===== config.mk =====
export PLATFORM = sky130hd
export DESIGN_NAME = booth_seq_mult
export DESIGN_NICKNAME = d
export VERILOG_FILES = /design/src/rtl/booth_pkg.sv /design/src/rtl/booth_step.sv /design/src/rtl/booth_seq_mult.sv
export SDC_FILE = /design/constraint.sdc
export NUM_CORES = 1
export LEC_CHECK = 0
export BUFFER_PORTS_ARGS = -buffer_cell sky130_fd_sc_hd__buf_2
export CAP_MARGIN = 20
export CORE_MARGIN = 1.5
export CORE_UTILIZATION = 35
export CTS_BUF_LIST = sky130_fd_sc_hd__clkbuf_4 sky130_fd_sc_hd__clkbuf_8 sky130_fd_sc_hd__clkbuf_16
export DETAILED_ROUTE_END_ITERATION = 10
export SETUP_SLACK_MARGIN = 0.2
export SLEW_MARGIN = 20
export SYNTH_ARGS = -nofsm -noshare
export SYNTH_HDL_FRONTEND = slang
export SYNTH_HIERARCHICAL = 1
export SYNTH_SLANG_ARGS = --single-unit
export TNS_END_PERCENT = 50

===== constraint.sdc =====
create_clock -name clk -period 5.9 [get_ports clk]
set_clock_uncertainty 0.15 [all_clocks]
set_input_delay 0.295 -clock clk [delete_from_list [all_inputs] [get_ports clk]]
set_output_delay 0.295 -clock clk [all_outputs]
set_load 0.01 [all_outputs]

===== src/rtl/booth_pkg.sv =====
// Shared definitions for the sequential radix-2 Booth multiplier.
package booth_pkg;

    localparam int N_DEF = 8;

    typedef enum logic [1:0] {
        IDLE,
        CALC,
        DONE
    } state_t;

endpackage


===== src/rtl/booth_step.sv =====
// One radix-2 Booth iteration: conditional add/subtract of the multiplicand
// into the accumulator, then arithmetic right shift of {A, Qr, q_m1}.
module booth_step
    import booth_pkg::*;
#(
    parameter int N = N_DEF
) (
    input  logic [N:0]   a,
    input  logic [N-1:0] qr,
    input  logic         q_m1,
    input  logic [N:0]   mr,
    output logic [N:0]   a_nxt,
    output logic [N-1:0] qr_nxt,
    output logic         q_m1_nxt
);

    logic [N:0] sum;

    // Booth recoding on {Qr[0], q_m1}, followed by the combined arithmetic shift
    always_comb begin
        sum = a;
        case ({qr[0], q_m1})
            2'b01:   sum = a + mr;
            2'b10:   sum = a - mr;
            default: sum = a;
        endcase
        a_nxt    = {sum[N], sum[N:1]};
        qr_nxt   = {sum[0], qr[N-1:1]};
        q_m1_nxt = qr[0];
    end

endmodule


===== src/rtl/booth_seq_mult.sv =====
// Sequential signed N x N -> 2N multiplier using radix-2 Booth recoding,
// one Booth step per clock. Handshake: start accepted while ready=1,
// done pulses for one cycle when product updates, valid holds until the
// next accepted start.
module booth_seq_mult
    import booth_pkg::*;
#(
    parameter int N = N_DEF
) (
    input  logic           clk,
    input  logic           rst_n,
    input  logic           start,
    input  logic [N-1:0]   multiplicand,
    input  logic [N-1:0]   multiplier,
    output logic           ready,
    output logic [2*N-1:0] product,
    output logic           done,
    output logic           valid
);

    localparam int CW = $clog2(N + 1);

    state_t        state;
    state_t        state_nxt;
    logic          accept;
    logic          last_step;

    logic [N:0]    a;
    logic [N-1:0]  qr;
    logic          q_m1;
    logic [N:0]    mr;
    logic [CW-1:0] count;

    logic [N:0]    a_nxt;
    logic [N-1:0]  qr_nxt;
    logic          q_m1_nxt;

    booth_step #(
        .N (N)
    ) u_step (
        .a        (a),
        .qr       (qr),
        .q_m1     (q_m1),
        .mr       (mr),
        .a_nxt    (a_nxt),
        .qr_nxt   (qr_nxt),
        .q_m1_nxt (q_m1_nxt)
    );

    // State register
    always_ff @(posedge clk or negedge rst_n) begin
        if (!rst_n) begin
            state <= IDLE;
        end else begin
            state <= state_nxt;
        end
    end

    // Next-state and handshake outputs
    always_comb begin
        state_nxt = state;
        ready     = 1'b0;
        done      = 1'b0;
        accept    = 1'b0;
        last_step = 1'b0;
        case (state)
            IDLE: begin
                ready = 1'b1;
                if (start) begin
                    accept    = 1'b1;
                    state_nxt = CALC;
                end
            end
            CALC: begin
                if (count == CW'(N - 1)) begin
                    last_step = 1'b1;
                    state_nxt = DONE;
                end
            end
            DONE: begin
                done      = 1'b1;
                state_nxt = IDLE;
            end
            default: state_nxt = IDLE;
        endcase
    end

    // Operand capture, Booth iteration registers and result register
    always_ff @(posedge clk or negedge rst_n) begin
        if (!rst_n) begin
            a       <= '0;
            qr      <= '0;
            q_m1    <= 1'b0;
            mr      <= '0;
            count   <= '0;
            product <= '0;
            valid   <= 1'b0;
        end else if (accept) begin
            a       <= '0;
            qr      <= multiplier;
            q_m1    <= 1'b0;
            mr      <= {multiplicand[N-1], multiplicand};
            count   <= '0;
            valid   <= 1'b0;
        end else if (state == CALC) begin
            a       <= a_nxt;
            qr      <= qr_nxt;
            q_m1    <= q_m1_nxt;
            count   <= count + CW'(1);
            // Final step: result is taken straight from the step outputs
            if (last_step) begin
                product <= {a_nxt[N-1:0], qr_nxt};
                valid   <= 1'b1;
            end
        end
    end

endmodule

==> impl_results.md, run 1 <==
* Hold path start: multiplicand[0]
* Vias in the first global route at 2051
* Kind of critical path: flip-flop to flip-flop
* Max stage delay on crit path at 480 ps
* RR Startpoint: q_m1
* Synth Warn # at 6
* Status: completed
* CP Buf/Inv Count at 1
* Final period util at 48.6%
* Slew @ Worst Pin at 749 ps
* Worst Path Arrival at 2920 ps
* ANT cells at 0
* Final setup fails at 0
* Final setup TNS at 0 ps
* Final worst setup slack at 3030 ps
* Yosys reg bits at 49
* Crit-path cells: inv_1 > ha_1 > mux2i_1 > fa_1 > a211oi_2 > o21ai_0 > and4_1 > nor3_2 > xor2_1 > mux2_2
* DP HPWL at 3.87 mm
* Kind of start point of the critical path: flip-flop
* Largest net degree at the start of global routing at 50
* Fin. max-slew vios at 0
* FMAX at 349 MHz
* Pre-CTS WS at 3070 ps
* DR vias/cell at 4.92
* Layout cells sized above 1 at 23.3%
* Max-cap violations at 0
* Routed WL per cell at 13.6 um
* Combinational power share at 58.5%
* Reg2Reg Capture Point: product[15]
* Area delta synth->final at 12.1%
* Sw frac at 44.5%
* P_sw at 0.950 mW
* Synthesized area per cell at 9.86 um^2
* Inst Count DP at 397
* Post-synth EDFFs at 0
* Drt drc at 0
* Final wirelength at 5.54 mm
* Gr usage total at 14.4%
* Worst setup EP type: flip-flop
* First-pass GRT wire length at 9.69 mm
* Clock Power Share at 11.9%
* Cell taking the most area after synthesis: dfrtp_1
* Clk slew on worst S/H paths at 100 ps
* Period minus WS final at 2870 ps
* WHS Path Cells at 3
* DR pass1 iterations at 4
* Max FO, Critical Path at 9
* Root Buffer Master: clkbuf_8
* Relative slew slack at 50.1%
* Synth cell types at 49
* Ys async rst share at 100%
* Total congestion overflow at 0
* Syn Nets at 308
* Hold endpoint: mr[0]
* Mapped Cells at 277
* Sequential power share at 29.6%
* Hold_buf cts at 1
* CP top delay family: adder cells
* I/O Buffers at 37
* Max Buffers Root-to-Sink at 2
* Final core utilization at 40.0%
* Hold Path Class: input port to flip-flop
* Cell row count at 32
* CTS tree: done
* WP depth at 10
* PD cells at 698 mW/mm^2
* Via count at 2004
* Initial Utilization at 35.7%
* CTS sink count at 49
* Clk Latency, worst-skew pair at 310 ps
* CP max-delay cell: fa_1
* ANT nets after route at 0
* Routability Congestion at 0.815
* Count of boundary I/O pins at 38
* Register area share after synthesis at 44.9%
* Post-synth top area share at 44.9%
* Nets at 335
* Die Ht at 91.3 um
* Finished Layout Cells at 407
* 1st-iter DRT viols at 70
* Core area at 0.00765 mm^2
* Internal power at 1.18 mW
* Primary FF master, synth: dfrtp_1
* Largest cells by area after synthesis: dfrtp_1 45%, nand2_1 10%, ha_1 5.0%
* Post CTS Setup Buffer Count at 0
* H-tree depth at 2
* Initial antenna violation count at 0
* Die area at 0.00834 mm^2
* Mapped Area at 0.00273 mm^2
* VDD IR max at 263 uV
* Die X at 91.3 um
* Reg2Reg Setup Slack at 3030 ps
* Num CTS Buffers at 5
* RSZ-0062 raised after global routing: false
* Leakage dissipation at 1.50 nW
* Final Hold Viols at 0
* FF-to-FF path depth at 10
* Post-cts sizing count at 0
* CP Data Required Time at 5950 ps
[how the worst max path moves through the flow]
stage / from / end / slack [ps]
final: q_m1 / product[15] / 3030
after floorplan: q_m1 / a[8] / 3150
after CTS: q_m1 / product[15] / 3040
after global routing: q_m1 / a[8] / 2840
after detailed placement: q_m1 / product[15] / 3070
after global placement: mr[0] / product[15] / 3080
[cells in the final DEF, fill, tap and decap left out, types with 3 or more instances in the layout]
cell type,synthesis,routed
a21oi_1,4,4
a22oi_1,10,10
buf_2,4,37
clkbuf_8,0,5
dfrtp_1,49,49
ha_1,11,11
inv_1,7,7
mux2_2,9,9
mux2_4,8,8
mux2i_1,3,3
nand2_1,73,73
nand3_1,11,11
nor2_1,8,8
nor2b_1,4,4
nor3_1,4,4
o21ai_0,7,7
o21ai_1,3,3
o21bai_1,3,3
xnor2_1,7,7
xor2_1,4,4
[area by class of cell]
type	count	area [um^2]
Inverter	7	26.3
Clock inverter	3	47.5
Timing Repair Buffer	40	214
Sequential cell	49	1230
Fill cell	767	4590
Tap cell	102	128
Clock buffer	5	68.8
Multi-Input combinational cell	201	1350
[power groups by stage]
stage / combinational (mW) / sequential [mW] / clock [mW]
floorplan: 1.03 / 0.621 / 0
global placement: 1.24 / 0.633 / 0
detailed placement: 1.26 / 0.638 / 0
CTS: 1.26 / 0.633 / 0.262
global route: 1.44 / 0.658 / 0.272
finish: 1.25 / 0.633 / 0.253
[tightest hold or removal path: cells and delay by family]
kind | cells | cell delay [ps]
simple gates | 2 | 90
buf+inv | 1 | 70
[per-layer routing]
layer	up-vias	GRT usage, %	wire length [um]
met4	0	3.13	27
met1	973	18.4	2590
met2	34	25.4	2720
li1	994	-	-
met3	3	2.60	192
met5	-	0	0
[cell usage after synthesis (all sizes together), types with 3 or more instances]
cell	number
nand2	73
nor2	8
inv	7
o21bai	3
o21ai	10
buf	16
ha	11
xor2	4
nor3	6
xnor2	7
a21oi	4
mux2i	3
nand3	11
clkbuf	4
a22oi	10
dfrtp	49
nand2b	3
nor2b	4
mux2	17
[per-stage QoR]
step / total power, mW / cell area (um^2) / hold slack (ps)
3_5_place_dp: 1.89 / 2920 / 293
6_report: 2.13 / 3060 / 24.9
5_1_grt: 2.37 / 3060 / 24.6
4_1_cts: 2.16 / 3040 / 18.8
2_1_floorplan: 1.66 / 2730 / -151
3_3_place_gp: 1.87 / 2920 / 291
[state kept, by name, indices dropped and copies added, names as in the netlist]
signal / cells
product: 16
a: 9
mr: 8
qr: 8
count: 4
state: 2
q_m1: 1
valid: 1
[cell families after synthesis]
family,after synthesis,synth area share [%]
and+or+nand+nor,116,20.2
buffers and inverters,27,5.87
adders and majority gates,12,5.77
muxes,20,9.21
AOI/OAI and AO/OA,42,10.5
DFF,49,44.9
xor gates and xnor gates,11,3.53
(Power assumes the default switching activity.)
==> inputs of run 2 (changes only) <==
==> constraint.sdc (replaced) <==
create_clock -name clk -period 2.9 [get_ports clk]
set_clock_uncertainty 0.15 [all_clocks]
set_input_delay 0.145 -clock clk [delete_from_list [all_inputs] [get_ports clk]]
set_output_delay 0.145 -clock clk [all_outputs]
set_load 0.01 [all_outputs]
==> impl_results.md, run 2 (same netlist as run 1, synthesis figures left out) <==
* CP Data Required Time at 2950 ps (-3000 ps)
* Clk slew on worst S/H paths at 100 ps (about the same)
* Biggest regs: product x16, a x9
* Vias in the first global route at 2026 (-1.2%)
* Worst Path Arrival at 2710 ps (-210 ps)
* Largest net degree at the start of global routing at 26 (-48%)
* Layout fillers at 765 (-0.26%)
* Relative slew slack at 51.0% (+0.92 points)
* CP Buf/Inv Count at 0 (-1)
* I/O Buffers at 37 (unchanged)
* Max-cap violations at 0 (unchanged)
* Die X at 91.3 um (unchanged)
* Max reg flops at 16 (unchanged)
* First-pass GRT wire length at 9.82 mm (+1.3%)
* Core area at 0.00765 mm^2 (unchanged)
* Gr usage total at 14.5% (+0.074 points)
* Total congestion overflow at 0 (unchanged)
* Die Ht at 91.3 um (unchanged)
* Kind of critical path: flip-flop to flip-flop
* DR vias/cell at 4.92 (-0.16%)
* Final setup TNS at 0 ps (unchanged)
* Most frequent cells in the layout: 73 x nand2_1, 49 x dfrtp_1, 37 x buf_2
* Placed inst area at 0.00298 mm^2 (+2.1%)
* RSZ-0062 raised after global routing: true
* Nets at 367 (+9.6%)
* Max stage delay on crit path at 420 ps (-60 ps)
* Worst setup EP type: flip-flop
* Period minus WS final at 2660 ps (-211 ps)
* Pre-CTS WS at 45.0 ps (-3020 ps)
* Initial Utilization at 35.7% (unchanged)
* Max FO, Critical Path at 5 (-4)
* Final wirelength at 5.99 mm (+8.3%)
* Max Buffers Root-to-Sink at 2 (unchanged)
* Die area at 0.00834 mm^2 (unchanged)
* Root Buffer Master: clkbuf_8
* FMAX at 377 MHz (+8.0%)
* Final instance area at 0.00346 mm^2 (+13%)
* CTS tree: done
* CP top delay family: simple AND/OR/NAND/NOR gates
* H-tree depth at 2 (unchanged)
* Clk Latency, worst-skew pair at 310 ps (about the same)
* ANT nets after route at 0 (unchanged)
* Hold Worst Slack at 200 ps (+175 ps)
* Num CTS Buffers at 5 (unchanged)
* Final setup fails at 0 (unchanged)
* Area delta synth->final at 26.6%
* ANT cells at 0 (unchanged)
* Via count at 2158 (+7.7%)
* Slew @ Worst Pin at 735 ps (-13.8 ps)
* Status: completed
* DP HPWL at 4.02 mm (+3.8%)
* CP max-delay cell: dfrtp_1
* Fin. max-slew vios at 0 (unchanged)
* 1st-iter DRT viols at 100 (+43%)
* Routed WL per cell at 13.7 um (+0.36%)
* Most common cell after layout, fill and taps aside: nand2_1
* Count of boundary I/O pins at 38 (unchanged)
* DR pass1 iterations at 4 (unchanged)
* Most flops, register: product
* Hold Path Class: input port to flip-flop
* Drt drc at 0 (unchanged)
* Final Hold Viols at 0 (unchanged)
* Final worst setup slack at 244 ps (-2790 ps)
* Layout cells sized above 1 at 33.2% (+10 points)
* Cell row count at 32 (unchanged)
* Final period util at 91.6% (+43 points)
* Initial antenna violation count at 0 (unchanged)
* CTS sink count at 49 (unchanged)
* Crit-path cells: nor3_4 > a31oi_1 > xnor2_1 > ha_1 > nor4_2 > o21ai_2 > a22oi_1 > nor3_2 > xor2_1 > mux2_2
* Routability Congestion at 0.831 (+2.0%)
* Kind of start point of the critical path: flip-flop
run 2: cell count changes in the layout (fill, tap and decap cells not counted), sizes merged:
cell | before | now
buf | 39 | 54
clkbuf | 5 | 6
dlygate4sd3 | 1 | 17
run 2: worst min-delay path: stages:
cell and delay [ps]:
buf_2 90, o21bai_1 220, nand2_1 130, nand2_1 40
run 2: timing repair:
item,4_1_cts,5_1_grt
gates resized for setup,5,29
setup endpoints to repair,8,10
setup buffers,2,7
hold endpoints to repair,40,0
hold buffers,17,0
pin swaps,2,14
run 2: worst paths after layout:
check	start	to	slack [ps]	cells after the start
max	mr[2]	product[15]	240	10
min	start	qr[6]	200	4
max reg2reg	mr[2]	product[15]	240	10
min reg2reg	valid	valid	340	1
max in group asynchronous	rst_n	a[7]	1660	3
min in group asynchronous	rst_n	count[3]	210	2
run 2: per-stage QoR:
step / cells / utilization (%)
global route: 439 / 45.2
CTS: 432 / 43.1
finish: 439 / 45.2
floorplan: 277 / -
detailed placement: 405 / 38.9
global placement: 405 / 38.9
run 2: final cells by class:
class / count / area [um^2] / area share [%]
multi-input combinational: 201 / 1470 / 42.6
sequential: 49 / 1230 / 35.5
timing repair buffer: 72 / 488 / 14.1
tap: 102 / 128 / 3.69
clock buffer: 5 / 68.8 / 1.99
clock inverter: 3 / 47.5 / 1.38
inverter: 7 / 26.3 / 0.760
run 2: per-layer routing:
| metal | up-vias | routed length (um) | track usage (%) |
|---|---|---|---|
| li1 | 1062 | - | - |
| met1 | 1046 | 2810 | 19.9 |
| met2 | 44 | 2940 | 23.9 |
| met3 | 6 | 202 | 2.35 |
| met4 | 0 | 48 | 3.26 |
| met5 | - | 0 | 0 |
Power of run 2 is left out: the tool's default activity adds up to more than one toggle a clock period on the data nets, which glitch-free logic cannot reach.
